==> src/rtl/i2c_cmd_master.sv <==
// i2c_cmd_master: single-command I2C master (0-3 byte write, repeated START, 0-2 byte read)
// driving open-drain SCL/SDA, with quarter-bit timing and clock-stretch support.
module i2c_cmd_master #(
    parameter int CLK_DIV = 250
) (
    input  logic       clk,
    input  logic       reset,
    input  logic       start,
    output logic       done,
    output logic       busy,
    output logic       nack,
    input  logic [6:0] addr,
    input  logic [1:0] num_wr_bytes,
    input  logic [7:0] wr_data0,
    input  logic [7:0] wr_data1,
    input  logic [7:0] wr_data2,
    input  logic [1:0] num_rd_bytes,
    output logic [7:0] rd_data0,
    output logic [7:0] rd_data1,
    input  logic       scl_i,
    input  logic       sda_i,
    output logic       scl_t,
    output logic       sda_t
);
    localparam int DW = $clog2(CLK_DIV);
    localparam logic [DW-1:0] DIV_MAX = DW'(CLK_DIV - 1);

    typedef enum logic [3:0] {
        S_IDLE, S_START, S_SEND_BYTE, S_GET_ACK, S_RECV_BYTE,
        S_SEND_ACK, S_RSTART, S_STOP, S_FINISH
    } state_t;

    state_t          r_state;
    logic [DW-1:0]   r_div;
    logic [1:0]      r_q;
    logic [6:0]      r_addr;
    logic [1:0]      r_nwr, r_nrd, r_idx;
    logic [7:0]      r_wd0, r_wd1, r_wd2, r_shift, r_rd0, r_rd1;
    logic [2:0]      r_bit;
    logic            r_rd_phase, r_ack, r_done, r_busy, r_nack, r_scl_t, r_sda_t;
    logic            w_stretch, w_tick, w_bit_end, w_last, w_scl_t, w_sda_t, w_rd_only;

    always_comb begin
        w_stretch = r_scl_t && !scl_i;
        w_tick    = r_state != S_IDLE && r_state != S_FINISH && !w_stretch && r_div == DIV_MAX;
        w_bit_end = w_tick && r_q == 2'd3;
        w_last    = r_idx == r_nrd - 2'd1;
        w_rd_only = num_wr_bytes == 2'd0 && num_rd_bytes != 2'd0;
        w_scl_t   = r_state inside {S_IDLE, S_START, S_FINISH} || r_q != 2'd0;
        w_sda_t   = r_state == S_SEND_BYTE ? r_shift[7] :
                    r_state == S_SEND_ACK  ? w_last :
                    r_state inside {S_START, S_RSTART} ? r_q < 2'd2 :
                    r_state == S_STOP      ? r_q >= 2'd2 : 1'b1;
    end

    always_ff @(posedge clk) begin
        if (reset) begin
            r_state    <= S_IDLE;
            r_div      <= '0;
            r_q        <= '0;
            r_addr     <= '0;
            r_nwr      <= '0;
            r_nrd      <= '0;
            r_idx      <= '0;
            r_wd0      <= '0;
            r_wd1      <= '0;
            r_wd2      <= '0;
            r_shift    <= '0;
            r_rd0      <= '0;
            r_rd1      <= '0;
            r_bit      <= '0;
            r_rd_phase <= 1'b0;
            r_ack      <= 1'b0;
            r_done     <= 1'b0;
            r_busy     <= 1'b0;
            r_nack     <= 1'b0;
            r_scl_t    <= 1'b1;
            r_sda_t    <= 1'b1;
        end else begin
            r_scl_t <= w_scl_t;
            // SDA is held for the first cycle of Q0 so it never moves on the same cycle SCL falls
            r_sda_t <= (r_q == 2'd0 && r_div == '0) ? r_sda_t : w_sda_t;
            r_done  <= 1'b0;
            if (!w_stretch) r_div <= w_tick ? '0 : r_div + 1'b1;
            if (w_tick) r_q <= r_q + 2'd1;
            case (r_state)
                S_IDLE: begin
                    if (start && !r_done) begin
                        r_state    <= S_START;
                        r_busy     <= 1'b1;
                        r_nack     <= 1'b0;
                        r_addr     <= addr;
                        r_nwr      <= num_wr_bytes;
                        r_nrd      <= num_rd_bytes == 2'd3 ? 2'd2 : num_rd_bytes;
                        r_wd0      <= wr_data0;
                        r_wd1      <= wr_data1;
                        r_wd2      <= wr_data2;
                        r_rd_phase <= w_rd_only;
                        r_shift    <= {addr, w_rd_only};
                        r_idx      <= '0;
                        r_bit      <= '0;
                        r_div      <= '0;
                        r_q        <= '0;
                    end
                end
                S_START, S_RSTART: if (w_bit_end) r_state <= S_SEND_BYTE;
                S_SEND_BYTE: begin
                    if (w_bit_end) begin
                        r_shift <= {r_shift[6:0], 1'b0};
                        r_bit   <= r_bit + 3'd1;
                        if (r_bit == 3'd7) r_state <= S_GET_ACK;
                    end
                end
                S_GET_ACK: begin
                    if (w_tick && r_q == 2'd2) r_ack <= sda_i;
                    if (w_bit_end) begin
                        if (r_ack) begin
                            r_nack  <= 1'b1;
                            r_state <= S_STOP;
                        end else if (r_rd_phase) begin
                            r_idx   <= '0;
                            r_state <= S_RECV_BYTE;
                        end else if (r_idx < r_nwr) begin
                            r_shift <= r_idx == 2'd0 ? r_wd0 : r_idx == 2'd1 ? r_wd1 : r_wd2;
                            r_idx   <= r_idx + 2'd1;
                            r_state <= S_SEND_BYTE;
                        end else if (r_nrd != 2'd0) begin
                            r_rd_phase <= 1'b1;
                            r_shift    <= {r_addr, 1'b1};
                            r_state    <= S_RSTART;
                        end else begin
                            r_state <= S_STOP;
                        end
                    end
                end
                S_RECV_BYTE: begin
                    if (w_tick && r_q == 2'd2) r_shift <= {r_shift[6:0], sda_i};
                    if (w_bit_end) begin
                        r_bit <= r_bit + 3'd1;
                        if (r_bit == 3'd7) begin
                            r_state <= S_SEND_ACK;
                            if (r_idx == 2'd0) r_rd0 <= r_shift;
                            else r_rd1 <= r_shift;
                        end
                    end
                end
                S_SEND_ACK: begin
                    if (w_bit_end) begin
                        if (w_last) r_state <= S_STOP;
                        else begin
                            r_idx   <= r_idx + 2'd1;
                            r_state <= S_RECV_BYTE;
                        end
                    end
                end
                S_STOP: if (w_bit_end) r_state <= S_FINISH;
                S_FINISH: begin
                    r_done  <= 1'b1;
                    r_busy  <= 1'b0;
                    r_state <= S_IDLE;
                end
                default: r_state <= S_IDLE;
            endcase
        end
    end

    assign done     = r_done;
    assign busy     = r_busy;
    assign nack     = r_nack;
    assign rd_data0 = r_rd0;
    assign rd_data1 = r_rd1;
    assign scl_t    = r_scl_t;
    assign sda_t    = r_sda_t;
endmodule
==> config.mk <==
export PLATFORM = sky130hd
export DESIGN_NAME = i2c_cmd_master
export DESIGN_NICKNAME = d
export VERILOG_FILES = /design/src/rtl/i2c_cmd_master.sv
export SDC_FILE = /design/constraint.sdc
export NUM_CORES = 1
export LEC_CHECK = 0
export CAP_MARGIN = 40
export CORE_MARGIN = 5
export CORE_UTILIZATION = 25
export CTS_CLUSTER_SIZE = 10
export DETAILED_ROUTE_END_ITERATION = 10
export SLEW_MARGIN = 20
export SYNTH_ARGS = -nofsm -noshare
export SYNTH_HDL_FRONTEND = slang
export SYNTH_SLANG_ARGS = --single-unit
==> constraint.sdc <==
create_clock -name clk -period 2.9 [get_ports clk]
set_input_delay 0.87 -clock clk [delete_from_list [all_inputs] [get_ports clk]]
set_output_delay 0.87 -clock clk [all_outputs]
set_load 0.05 [all_outputs]
## After elaboration in Yosys (flattened, before gate mapping)

Index checks and enable logic that the tools add are counted.

- Add/subtract/negate cells: 5
- $mul: 0
- Div/mod/pow operators: 0
- Magnitude comparators: 3
- Equal/unequal tests: 33
- Shifts and indexed selects: 0
- Mux-type cells: 63
- Bitwise operators: 1
- Reduce and logical (&&, ||, !) cells: 42

Operator list:

| operator | number |
|---|---|
| 8-bit two-way mux | 14 |
| 4-bit two-way mux | 9 |
| 8-bit case mux with 4 select lines | 1 |
| 4-bit case mux with 7 select lines | 1 |
| 2-bit two-way mux | 12 |
| 2-bit != test, second input constant | 12 |
| 4-bit by 3-bit equality test with 1-bit output, second input constant | 4 |
| 1-bit two-way mux | 16 |
| 4-bit AND reduction | 4 |
| 3-bit two-way mux | 5 |
| 2-bit nonzero test | 7 |
| 1-bit logical AND | 9 |
| 9-bit AND reduction | 1 |
| 8-bit by 1-bit adder with 8-bit output, second input constant | 1 |
| 4-bit by 2-bit equality test with 1-bit output, second input constant | 2 |
| 8-bit equality test, second input constant | 1 |
| 8-bit logical NOT | 1 |
| 8-bit AND reduction | 1 |
| 4-bit nonzero test | 2 |
| 7-bit AND reduction | 1 |
| 2-bit equality test, second input constant | 3 |
| 2-bit logical NOT | 3 |
| 2-bit by 1-bit != test with 1-bit output, second input constant | 3 |
| 3-bit != test, second input constant | 2 |
| 23 further kinds | 32 |

- Bits in registers: 85
- Bits in latches: 0
- Memory bits (writable): 0
- Memory bits (read-only): 0
- Input bits: 40
- Memories: 0

## Longest topological paths before layout

- Depth after elaboration: 9
- Gate-level depth with buffers: 9
- Gate-level depth less buffers: 8

## Worst setup path before layout

Ideal clock, no wire load.

- Kind: input -> register
- From: input port scl_i
- To: register r_shift[0]
- Setup time: 0.132 ns
- Arrival: 2.602 ns
- Data required time: 2.768 ns
- Setup slack: 0.166 ns
- Stages: 7
- Path buffers: 1
- Cells stage by stage: nor2b_1 > or4b_4 > or2_2 > a211oi_2 > and2_1 > buf_6 > a311oi_2

- Longest elaborated chain between the ends: 8

RTL lines:

| element | line | source |
|---|---|---|
| from (decl) | 20 | `input logic scl_i,` |
| 1-bit logical NOT * | 44 | `w_stretch = r_scl_t && !scl_i;` |
| 1-bit logical AND * | 44 |  |
| 1-bit logical NOT * | n/a |  |
| 1-bit logical AND * (2 in a row) | 45 | `w_tick = r_state != S_IDLE && r_state != S_FINISH && !w_stretch && r_div == DIV_MAX;` |
| 1-bit logical AND, on equally long branches | 137, 46 |  |
| 2-bit != test (no source line) | n/a |  |
| 8-bit AND reduction (no source line) * | n/a |  |
| to (signal assigned) | 124 | `r_shift <= r_idx == 2'd0 ? r_wd0 : r_idx == 2'd1 ? r_wd1 : r_wd2;` |
| to (signal assigned) | 129 | `r_shift <= {r_addr, 1'b1};` |
| to (signal assigned) | 137 | `if (w_tick && r_q == 2'd2) r_shift <= {r_shift[6:0], sda_i};` |
| to (decl) | 38 | `logic [7:0] r_wd0, r_wd1, r_wd2, r_shift, r_rd0, r_rd1;` |

Every way passes the cells marked *; elsewhere a longest branch is shown, timed or not.
A chain may end at the register's enable or synchronous reset.

## Worst setup path in the final report

- From: input port scl_i
- To: register r_shift[2]

The elaborated chain is that of the path after synthesis.

==> metrics.yaml <==
status: "completed"
cts_setup_buffers: 0
drive_gt1_share_pct: 10.5
grt_pass1_wl_microns: 17600
overflow: 0
cts_buffer_depth: 2
die_h_microns: 138
leakage_nw: 1.90
area_delta_synth_final_pct: 30.9
antennaDiodeCount: 0
maxSlewHeadroom_pct: 39.0
required_ps: 3140
yosysTopAreaCell: "dfxtp_1"
yosysSeqAreaShare_pct: 41.6
numCtsBuffers: 9
htree_num_levels: 3
wl_microns: 10800
final_nets: 617
antenna_found_initial: 0
hold_class: "flop to flop"
synthTopCellsByArea: "dfxtp_1 42%, nand2_1 9.4%, a21oi_1 7.6%"
crit_type: "input port to flop"
drt_first_pass_iters: 5
drc_errors: 0
critPathCaptureType: "flop"
ant_nets: 0
rr_startpoint: "r_state[0]$_SDFFE_PP0P_"
crit_buf_inv: 2
setup_viol: 0
syn_nets: 557
hp-start: "r_wd0[0]$_SDFFE_PP0P_"
pwr-share-seq_pct: 34.7
setup_slack_ps: 84.5
initial_core_util_pct: 25.6
routedWlPerCell_microns: 13.7
fin_crit_sh_pct: 97.1
critical_path.top_delay_family: "simple AND/OR/NAND/NOR gates"
ys.flop_type: "dfxtp_1"
timing.final.crit_period_ps: 2820
synth.distinct_cells: 54
cp_cell_sequence: "clkdlybuf4s50_1 -> nor2b_1 -> or4b_4 -> or2_2 -> a211oi_4 -> buf_6 -> a21oi_1 -> a211oi_2"
crit_start: "scl_i"
yosysMostFrequentCell: "nand2_1"
synth_top_area_share_pct: 41.6
grt_pass1_vias: 3541
arrival_ps: 3060
dieArea_sq_um: 19000
io_pins: 61
dieWidth_microns: 138
vdd_ir_drop_max_mv: 0.420
switching_power_mw: 1.53
path_clk_slew_ps: 60
via_count: 3641
skew_ps: 5.21
power_mw: 4.28
async_reset_ff_share_pct: 0
grt_max_degree: 36
netlist_instances: 505
cts.sinks: 85
ys_warn_count: 0
cp_slowest_cell: "or4b_4"
coreArea_sq_um: 16000
synth_edf_count: 0
dp.final_hpwl_microns: 8180
num_rows: 46
io_buffers: 60
hold_viol: 0
drv_cap: 0
clock_latency_ps: 330
maxSlewViolCount: 0
place.gp.congestion: 0.880
fmax_ghz: 0.355
grt_util_all_layers_pct: 11.6
vias_per_cell: 4.63
synth.avg_cell_area_sq_um: 8.11
p_int_mw: 2.75
first_iter_violations: 264
clockRootBuffer: "clkbuf_16"
worst_pin_slew_ps: 909
p_sw_share_pct: 35.8
power_frac_comb_pct: 37.0
post-place-ws_ps: -344
path_max_fanout: 7
cpPeakStageDelay_ps: 530
pwr-share-clk_pct: 28.3
powerDensity_nw_per_um2: 800
syn_area_sq_um: 4090
synthTopCellsByCount: "102 x nand2_1, 85 x dfxtp_1, 62 x a21oi_1"
start_kind: "input port"
ys_seq_elements: 85
cts_tree: "done"
-- metal layers --
layer  vias up  part of all wire [%]  global-route usage (%)  wire length, microns
li1       1868                     -                       -                     -
met1      1635                    47                    15.6                  5050
met2       120                    45                    18.4                  4880
met3        18                   6.4                    2.61                   692
met4         0                   1.7                    4.01                   180
met5         -                     0                       0                     0
-- logic make-up after synthesis --
family	Yosys count	synth area share [%]
AOI/OAI and AO/OA	117	18.5
DFF	85	41.6
adders and majority gates	12	3.67
and+or+nand+nor	203	21.9
xor gates and xnor gates	11	2.35
buffers and inverters	48	4.89
muxes	29	7.12
-- layout by cell type, fill, tap and decap left out, types with 10 or more instances in the layout --
master,netlist,routed
dfxtp_1,85,85
nor2_1,49,49
clkdlybuf4s50_1,0,59
buf_4,0,20
mux2i_1,28,28
ha_1,12,12
nor3_1,10,10
inv_1,13,13
nand2_1,102,102
a21oi_1,62,62
nand3_1,10,10
-- metrics by stage --
step / util [%] / hold WS, ps / instances / cell area (sq um) / setup TNS, ps
final: 33.5 / 452 / 786 / 5360 / 0
after global routing: 33.5 / 476 / 786 / 5360 / -6.41
after CTS: 33.3 / 454 / 786 / 5330 / 0
after detailed placement: 31.3 / 445 / 770 / 5010 / -7720
after global placement: 31.3 / 442 / 770 / 5010 / -6390
after floorplan: - / 433 / 505 / 4090 / 0
-- sequential cells by signal (all words and copies together) (netlist names), 2 cells and up --
name	cells
r_div	8
r_shift	8
r_wd0	8
r_wd1	8
r_wd2	8
rd_data0	8
rd_data1	8
r_addr	7
r_state	4
r_bit	3
r_idx	2
r_nrd	2
r_nwr	2
r_q	2
-- tightest hold or removal path, delay by kind of cell, from the launching register on --
family           cells  cell delay, ps
AO/OA/AOI/OAI        1              50
flip-flops           1             300
AND/OR/NAND/NOR      1              50
-- path summary, 6_finish.rpt --
kind	endpoint	slack, ps	depth (start not counted)
worst max-delay path	r_shift[2]$_SDFFE_PP0P_	80	8
worst min register to register	r_wd0[0]$_SDFFE_PP0P_	450	2
worst min-delay path	r_wd0[0]$_SDFFE_PP0P_	450	2
worst max register to register	r_shift[2]$_SDFFE_PP0P_	460	7
-- area by class of cell --
cell class / count / area [sq um]
fillers: 1721 / 10600
multi-input cells: 372 / 2220
flip-flops and latches: 85 / 1700
repair buffers: 83 / 797
well taps: 216 / 270
clock buffers: 10 / 229
clock inverters: 6 / 87.6
inverters: 14 / 52.6
-- power by group through the flow --
stage               combinational [mW]  sequential, mW  clock (mW)
global placement                  1.48            1.50           0
floorplan                         1.08            1.48           0
detailed placement                1.53            1.51           0
CTS                               1.54            1.48        1.24
global route                      1.73            1.51        1.30
finish                            1.58            1.49        1.21
-- timing repair --
item,CTS,global route
hold buffers,0,0
resized for setup,0,8
setup endpoints to repair,0,18
No activity file was read; power rests on OpenSTA's default activity.
